==> src/rtl/cdb_arbiter.sv <==
// Common data bus arbiter.
// Each functional unit owns a one-entry result slot. Occupied slots compete
// round-robin for a single registered broadcast on the CDB. A slot can be
// drained and refilled in the same cycle, so one FU can stream at full rate.
module cdb_arbiter #(
  parameter int   N_FU     = 4,
  parameter int   BITWIDTH = 32,
  parameter int   TAG_W    = 6,
  localparam int  SRC_W    = (N_FU > 1) ? $clog2(N_FU) : 1
) (
  input  logic                     clk,
  input  logic                     rst,
  input  logic                     en,
  input  logic                     flush,
  input  logic [N_FU-1:0]          fu_valid,
  input  logic [N_FU*TAG_W-1:0]    fu_tag,
  input  logic [N_FU*BITWIDTH-1:0] fu_data,
  output logic [N_FU-1:0]          fu_ready,
  output logic                     cdb_valid,
  output logic [TAG_W-1:0]         cdb_tag,
  output logic [BITWIDTH-1:0]      cdb_data,
  output logic [SRC_W-1:0]         cdb_src
);

  logic [N_FU-1:0]     occ;
  logic [TAG_W-1:0]    slot_tag  [N_FU];
  logic [BITWIDTH-1:0] slot_data [N_FU];
  logic [SRC_W-1:0]    rr_ptr;

  logic                any_occ;
  logic [SRC_W-1:0]    win;
  logic [N_FU-1:0]     grant;
  logic [N_FU-1:0]     xfer;
  logic [SRC_W-1:0]    rr_next;

  // First occupied slot at or after ptr, wrapping past N_FU-1 back to 0.
  function automatic logic [SRC_W-1:0] rr_pick(input logic [N_FU-1:0]  req,
                                               input logic [SRC_W-1:0] ptr);
    logic [SRC_W:0]   sum;
    logic [SRC_W-1:0] idx;
    logic [SRC_W-1:0] sel;
    logic             found;
    sel   = '0;
    found = 1'b0;
    for (int off = 0; off < N_FU; off++) begin
      sum = {1'b0, ptr} + (SRC_W+1)'(off);
      if (sum >= (SRC_W+1)'(N_FU)) sum = sum - (SRC_W+1)'(N_FU);
      idx = sum[SRC_W-1:0];
      if (!found && req[idx]) begin
        found = 1'b1;
        sel   = idx;
      end
    end
    return sel;
  endfunction

  // Grant depends only on occ and rr_ptr, keeping fu_valid off the ready path.
  always_comb begin
    // NOTE: every always_comb output gets a default first so no path can infer a latch.
    any_occ  = |occ;
    win      = rr_pick(occ, rr_ptr);
    grant    = '0;
    if (any_occ) grant = N_FU'(1) << win;
    rr_next  = (win == SRC_W'(N_FU - 1)) ? '0 : win + SRC_W'(1);
    fu_ready = {N_FU{rst & en & ~flush}} & (~occ | grant);
    xfer     = fu_valid & fu_ready;
  end

  // Slot capture/drain, round-robin pointer and the registered broadcast.
  always_ff @(posedge clk) begin
    // NOTE: sequential state uses non-blocking assignments so all registers update from pre-edge values.
    if (!rst) begin
      occ       <= '0;
      rr_ptr    <= '0;
      cdb_valid <= 1'b0;
      cdb_tag   <= '0;
      cdb_data  <= '0;
      cdb_src   <= '0;
      // NOTE: slot storage is reset too, so a broadcast can never expose stale pre-reset data.
      for (int i = 0; i < N_FU; i++) begin
        slot_tag[i]  <= '0;
        slot_data[i] <= '0;
      end
    end else if (flush) begin
      occ       <= '0;
      cdb_valid <= 1'b0;
    end else if (en) begin
      cdb_valid <= any_occ;
      if (any_occ) begin
        cdb_tag  <= slot_tag[win];
        cdb_data <= slot_data[win];
        cdb_src  <= win;
        rr_ptr   <= rr_next;
      end
      for (int i = 0; i < N_FU; i++) begin
        if (xfer[i]) begin
          occ[i]       <= 1'b1;
          slot_tag[i]  <= fu_tag[i*TAG_W +: TAG_W];
          slot_data[i] <= fu_data[i*BITWIDTH +: BITWIDTH];
        end else if (grant[i]) begin
          occ[i] <= 1'b0;
        end
      end
    end
  end

endmodule
==> config.mk <==
export PLATFORM = sky130hd
export DESIGN_NAME = cdb_arbiter
export DESIGN_NICKNAME = d
export VERILOG_FILES = /design/src/rtl/cdb_arbiter.sv
export SDC_FILE = /design/constraint.sdc
export NUM_CORES = 1
export LEC_CHECK = 0
export BUFFER_PORTS_ARGS = -buffer_cell sky130_fd_sc_hd__buf_2
export CAP_MARGIN = 40
export CORE_ASPECT_RATIO = 0.9
export CORE_UTILIZATION = 45
export CTS_CLUSTER_SIZE = 16
export DETAILED_ROUTE_END_ITERATION = 16
export MAX_ROUTING_LAYER = met4
export PLACE_DENSITY = 0.8
export SYNTH_ARGS = -nofsm -noshare
export SYNTH_HDL_FRONTEND = slang
export SYNTH_SLANG_ARGS = --single-unit
==> constraint.sdc <==
create_clock -name clk -period 7.9 [get_ports clk]
set_clock_uncertainty 0.1 [all_clocks]
set_input_delay 1.58 -clock clk [delete_from_list [all_inputs] [get_ports clk]]
set_output_delay 1.58 -clock clk [all_outputs]
set_load 0.01 [all_outputs]
; ---- Word level (Yosys, flattened, before mapping)
; Memory sizes are Yosys's and may differ from the RTL's. A register that Yosys moved wholly into a read port is not among the register bits.
; Cells that the tools add are included.
[word_totals]
register_bits = 9
ram_bits = 152
input_bits = 160
out_inout_bits = 45
word_cells = 120
mem_count = 2
[classes]
addsub = 8
n_lt_le_gt_ge = 8
n_eq_ne = 1
n_shift = 1
muxes = 58
bitwise = 16
reduce_logical = 19
[mem_list]
columns = memory, words, width, rd, rd_ports_with_merged_regs, wr, line_no
row1 = slot_data, 4, 32, 1, 1, 4, 27  ; logic [BITWIDTH-1:0] slot_data [N_FU];
row2 = slot_tag, 4, 6, 1, 1, 4, 26  ; logic [TAG_W-1:0] slot_tag [N_FU];
[op_table]
columns = op, n
row1 = 2-to-1 mux 32 bit, 4
row2 = 2-to-1 mux 1 bit, 36
row3 = 2-to-1 mux 6 bit, 4
row4 = 2-to-1 mux 2 bit, 9
row5 = "less-than comparator 2 x 3 -> 1 bit, second input constant", 4
row6 = "greater-or-equal comparator 3 bit, second input constant", 3
row7 = bitwise AND 4 bit, 2
row8 = binary-select mux 1 bit (select 2 bit), 4
row9 = bitwise OR 1 bit, 8
row10 = AND reduction 2 bit, 4
row11 = nonzero test 2 bit, 4
row12 = "subtractor 2 x 1 -> 2 bit, second input constant", 4
row13 = "adder 2 x 2 -> 3 bit, second input constant", 2
row14 = zero test 1 bit, 5
row15 = 2-to-1 mux 4 bit, 1
row16 = inverter 4 bit, 1
row17 = bitwise OR 4 bit, 1
row18 = OR reduction 4 bit, 1
row19 = "<< shifter 1 x 2 -> 4 bit, first input constant", 1
row20 = "adder 2 x 1 -> 3 bit, second input constant", 1
row21 = "greater-or-equal comparator 2 x 3 -> 1 bit, second input constant", 1
row22 = logical AND 1 bit, 3
row23 = AND reduction 3 bit, 1
row24 = "adder 2 x 1 -> 2 bit, second input constant", 1
row25 = other kinds (4), 6

; ---- Logic depth before layout (Yosys ltp)
[logic_depth]
depth_word = 25
mapped_depth = 10
mapped_depth_nobuf = 9

; ---- Worst setup path after synthesis
; No wires, ideal clock.
[synth_timing]
path_kind = input to register
start = in rst
end = mem slot_data[2][0] (enable)
setup_time_ns = 0.486
arrival_time_ns = 4.867
required_time_ns = 7.314
path_slack_ns = 2.447
cell_stages = 5
n_path_buf = 1
path_cell_list = nor2b_1 > and2_1 > nand2_1 > clkbuf_1 > o21ai_0
[synth_lines]
columns = item, line_no
row1 = "start, declared", 12  ; input logic rst,
row2 = "end, declared", 27

; ---- Final worst setup path
[layout_timing]
start = reg occ[3]
end = out fu_ready[3]
[layout_via]
elab_chain_cells = 16
elab_cells_between_ends = 27
cone_classes = shift: 1 / mux: 16 / bitwise: 3 / reduce/logical: 7
[layout_rtl]
columns = item, line_no
row1 = "start, declared", 25  ; logic [N_FU-1:0] occ;
row2 = "start signal, assigned", 73  ; occ <= '0;
row3 = "start signal, assigned", 85  ; occ <= '0;
row4 = "start signal, assigned by index", 97  ; occ[i] <= 1'b1;
row5 = binary-select mux 1 bit (select 2 bit), 49  ; if (!found && req[idx]) begin
row6 = 2-to-1 mux 1 bit (implied by the code), 49
row7 = 2-to-1 mux 1 bit, 49
row8 = zero test 1 bit, 49
row9 = logical AND 1 bit, 49
row10 = 2-to-1 mux 1 bit, 49
row11 = zero test 1 bit, 49
row12 = logical AND 1 bit, 49
row13 = 2-to-1 mux 1 bit, 49
row14 = zero test 1 bit, 49
row15 = logical AND 1 bit, 49
row16 = 2-to-1 mux 2 bit, 49
row17 = << shifter 1 x 2 -> 4 bit, 63  ; if (any_occ) grant = N_FU'(1) << win;
row18 = 2-to-1 mux 4 bit, 63
row19 = bitwise OR 4 bit *, 65  ; fu_ready = {N_FU{rst & en & ~flush}} & (~occ | grant);
row20 = bitwise AND 4 bit *, 65
row21 = "end, declared", 18  ; output logic [N_FU-1:0] fu_ready,
; Every way passes the cells marked *; elsewhere a longest branch is shown, timed or not. The select of a mux whose other input is x is not followed.

==> results by group <==
Synthesis
  • YS warnings: 0
  • Synth Area in Simple Gates: between 10% and 20%
  • Mux cell area share after synthesis: approximately 4.2%
  • Synth Area in Compound Gates: between 10% and 20%
  • Largest family of logic cells by synthesized area: simple AND/OR/NAND/NOR gates
  • Syn Nets: 875
  • Post-Synthesis Cell Area: slightly above 9000 um2
  • Adder-cell share of the synthesized area: less than 1%
  • XOR/XNOR share of the synthesized area: 0%
  • Yosys cell types: 42
  • Synth Instances: ~700
  • Register area share after synthesis: around three fifths
  • Synthesized area per cell: around 13 um2
  • Flops & latches, synth: about 200

Critical path
  • Worst path max stage delay: around 0.62 ns
  • Critical Path AT: around 3.5 ns
  • CP max FO: 76
  • Slowest library cell on the worst path: buf_4
  • CP Cell Sequence: o21bai_1 > nor3b_4 > buf_4 > nor2_4 > buf_4 > inv_2 > ha_1 > inv_1 > a21oi_2 > buf_4 > buf_2
  • Most used cell, CP: buf_4
  • Worst setup path category: reg -> out
  • Worst Setup Start Kind: flip-flop
  • Worst EP required: 6.22 ns
  • Setup crit end kind: output port

CTS
  • Hold buffers post-CTS: 0
  • TritonCTS clock tree: done
  • TritonCTS buffer count: 17
  • Worst skew pair latency: ~0.43 ns
  • Clk slew on worst S/H paths: around 0.070 ns
  • CTS Root Cell: clkbuf_16
  • Max clock buf depth: 2
  • CTS H-tree depth: 4
  • Post-CTS setup repair buffer count: 0
  • TritonCTS Sinks: ~200
  • Post-CTS Resized: 0

Drt
  • Drt drc: 0
  • Iter 0 DRT Violations: 507
  • Final antenna-violating net count: 0
  • Vias per cell: ~5.6
  • Routed wire length: ~24 mm
  • Drt pass-1 iters: 4
  • Avg WL per Cell: about 21 um
  • Via count: about 6.5k

Timing
  • RSZ-0062 raised after global routing: false
  • Slew headroom: between 40% and 50%
  • Hold_ws: between 0.3 and 0.4 ns
  • Worst-margin pin slew: 0.837 ns
  • FMAX: 0.192 GHz
  • Final Hold Fails: 0
  • Setup violators final: 0
  • Final Slew Violations: 0
  • Worst Slack Setup Final: 2.69 ns
  • Tmin final: about 5.2 ns
  • Setup TNS: 0 ns
  • Period utilization: ~66%

Power and ir drop
  • P_leak: roughly 0.0044 uW
  • VDD IR max: around 0.14 mV
  • P per Cell Area: about 200 nW/um2
  • Comb power frac: approximately 8.6%
  • Net Sw Frac: 22.8%
  • Int Pwr: between 1500 and 2000 uW
  • NetSw: approximately 510 uW
  • Clock share of power: a little under two fifths
  • Seq pwr share: ~53%

Final layout
  • Area grow syn2layout: 20.3%
  • Commonest cells after routing, fill and taps aside: buf_2, nor3b_1, edfxtp_1
  • Ratio of cells with drive above 1 in the final layout: roughly 34%
  • Post-layout net count: between 1k and 1.5k
  • Fin area: between 10,000 and 15,000 um2
  • Antenna fix cells: 0
  • Most common cell after layout, fill and taps aside: buf_2
  • Fill cell total of the finished layout: around 1.7k

Placed design
  • Placer Congestion: about 0.89
  • Worst slack at placement: 3.20 ns
  • PortBufs: about 200
  • Post-DP Area: 10,300 um2
  • HPWL after DPL: roughly 17 mm

Global routing
  • Remaining Overflow, GRT: 0
  • GR Util All Layers: about a quarter
  • First-pass GRT wire length: ~35 mm
  • Vias in the first global route: about 6.3k
  • Initial antenna violation count: 0
  • Largest net degree at the start of global routing: 77

Hold path
  • Hold Crit Class: reg -> reg

Floorplanning
  • FP Rows: 48
  • Core area: 19,500 um2
  • Die footprint: 20,700 um2
  • Initial core utilization: between 40% and 50%
  • # IOs: around 200
  • Die W: about 150 um
  • Chip height: ~140 um

Run status
  • Outcome: completed

Run
  • MaxCap Viol Count: 0
[per-stage QoR]
| step | total power (uW) | instances | util [%] |
|---|---|---|---|
| final | 2230 | 1150 | 56.1 |
| after global routing | 2300 | 1150 | 56.1 |
| after floorplan | 1310 | 714 | - |
| after CTS | 2240 | 1150 | 56.1 |
| after detailed placement | 1400 | 1118 | 53.1 |
| after global placement | 1390 | 1115 | 52.8 |
[cell usage after synthesis, drive strengths merged]
| library cell | n | area share, % |
|---|---|---|
| a211oi | 3 | 0.30 |
| a21boi | 4 | 0.33 |
| a21oi | 5 | 0.28 |
| a22oi | 1 | 0.083 |
| and2 | 3 | 0.21 |
| and3 | 39 | 2.7 |
| and4b | 1 | 0.11 |
| buf | 31 | 1.9 |
| clkbuf | 36 | 1.5 |
| dfxtp | 47 | 10 |
| edfxtp | 152 | 50 |
| ha | 1 | 0.14 |
| inv | 3 | 0.12 |
| mux2i | 38 | 4.2 |
| nand2 | 52 | 2.2 |
| nand2b | 2 | 0.14 |
| nor2 | 8 | 0.39 |
| nor2b | 4 | 0.28 |
| nor3 | 4 | 0.28 |
| nor3b | 153 | 13 |
| nor4 | 1 | 0.069 |
| nor4b | 3 | 0.46 |
| o211ai | 38 | 4.3 |
| o21a | 40 | 3.3 |
| o21ai | 41 | 3.1 |
| o21bai | 1 | 0.083 |
| o22ai | 1 | 0.069 |
| o31ai | 1 | 0.083 |
| or3b | 1 | 0.097 |
[power groups by stage]
| stage | combinational [uW] | clock [uW] | sequential, uW |
|---|---|---|---|
| 2_1_floorplan | 105 | 0 | 1210 |
| 3_3_place_gp | 184 | 0 | 1210 |
| 3_5_place_dp | 192 | 0 | 1210 |
| 4_1_cts | 193 | 859 | 1190 |
| 5_1_grt | 207 | 899 | 1190 |
| 6_report | 192 | 850 | 1190 |
[final timing paths]
kind	from	end	slack, ns	depth (start not counted)
worst min register to register	cdb_data[31]	cdb_data[31]	0.36	2
worst max-delay path	occ[3]	fu_ready[3]	2.69	11
worst min-delay path	cdb_data[31]	cdb_data[31]	0.36	2
worst max register to register	occ[3]	slot_data[3][28]	3.92	13
[sequential cells by signal, summed over array words and instances (netlist names)]
signal     count
rr_ptr         2
cdb_data      32
occ            4
cdb_tag        6
cdb_src        2
slot_tag      24
cdb_valid      1
slot_data    128
[critical path: cells and delay by family (launching register included)]
kind            cells  cell delay [ns]
compound gates      2             0.28
fa+ha+maj           1             0.20
buf+inv             6             1.81
flops               1             0.48
simple gates        2             0.26
[metal layers]
metal | GRT usage [%] | wire length [um]
met2 | 38.3 | 11500
met5 | - | 0
met4 | 10.0 | 693
met3 | 4.07 | 1760
met1 | 31.2 | 9970
[area by class of cell]
cell class	count	area, um2	area share [%]
Sequential cell	199	5510	50.5
Multi-Input combinational cell	445	3310	30.4
Timing Repair Buffer	221	1190	10.9
Clock buffer	22	485	4.45
Tap cell	250	313	2.87
Clock inverter	10	91.3	0.837
Inverter	3	11.3	0.103
[kinds of logic after synthesis]
logic type,after synthesis
AO/OA/AOI/OAI,135
flip-flops,199
adder cells (fa/ha/maj),1
multiplexers,38
buffers and inverters,70
AND/OR/NAND/NOR,271
Power figures use the tool's default switching activity.
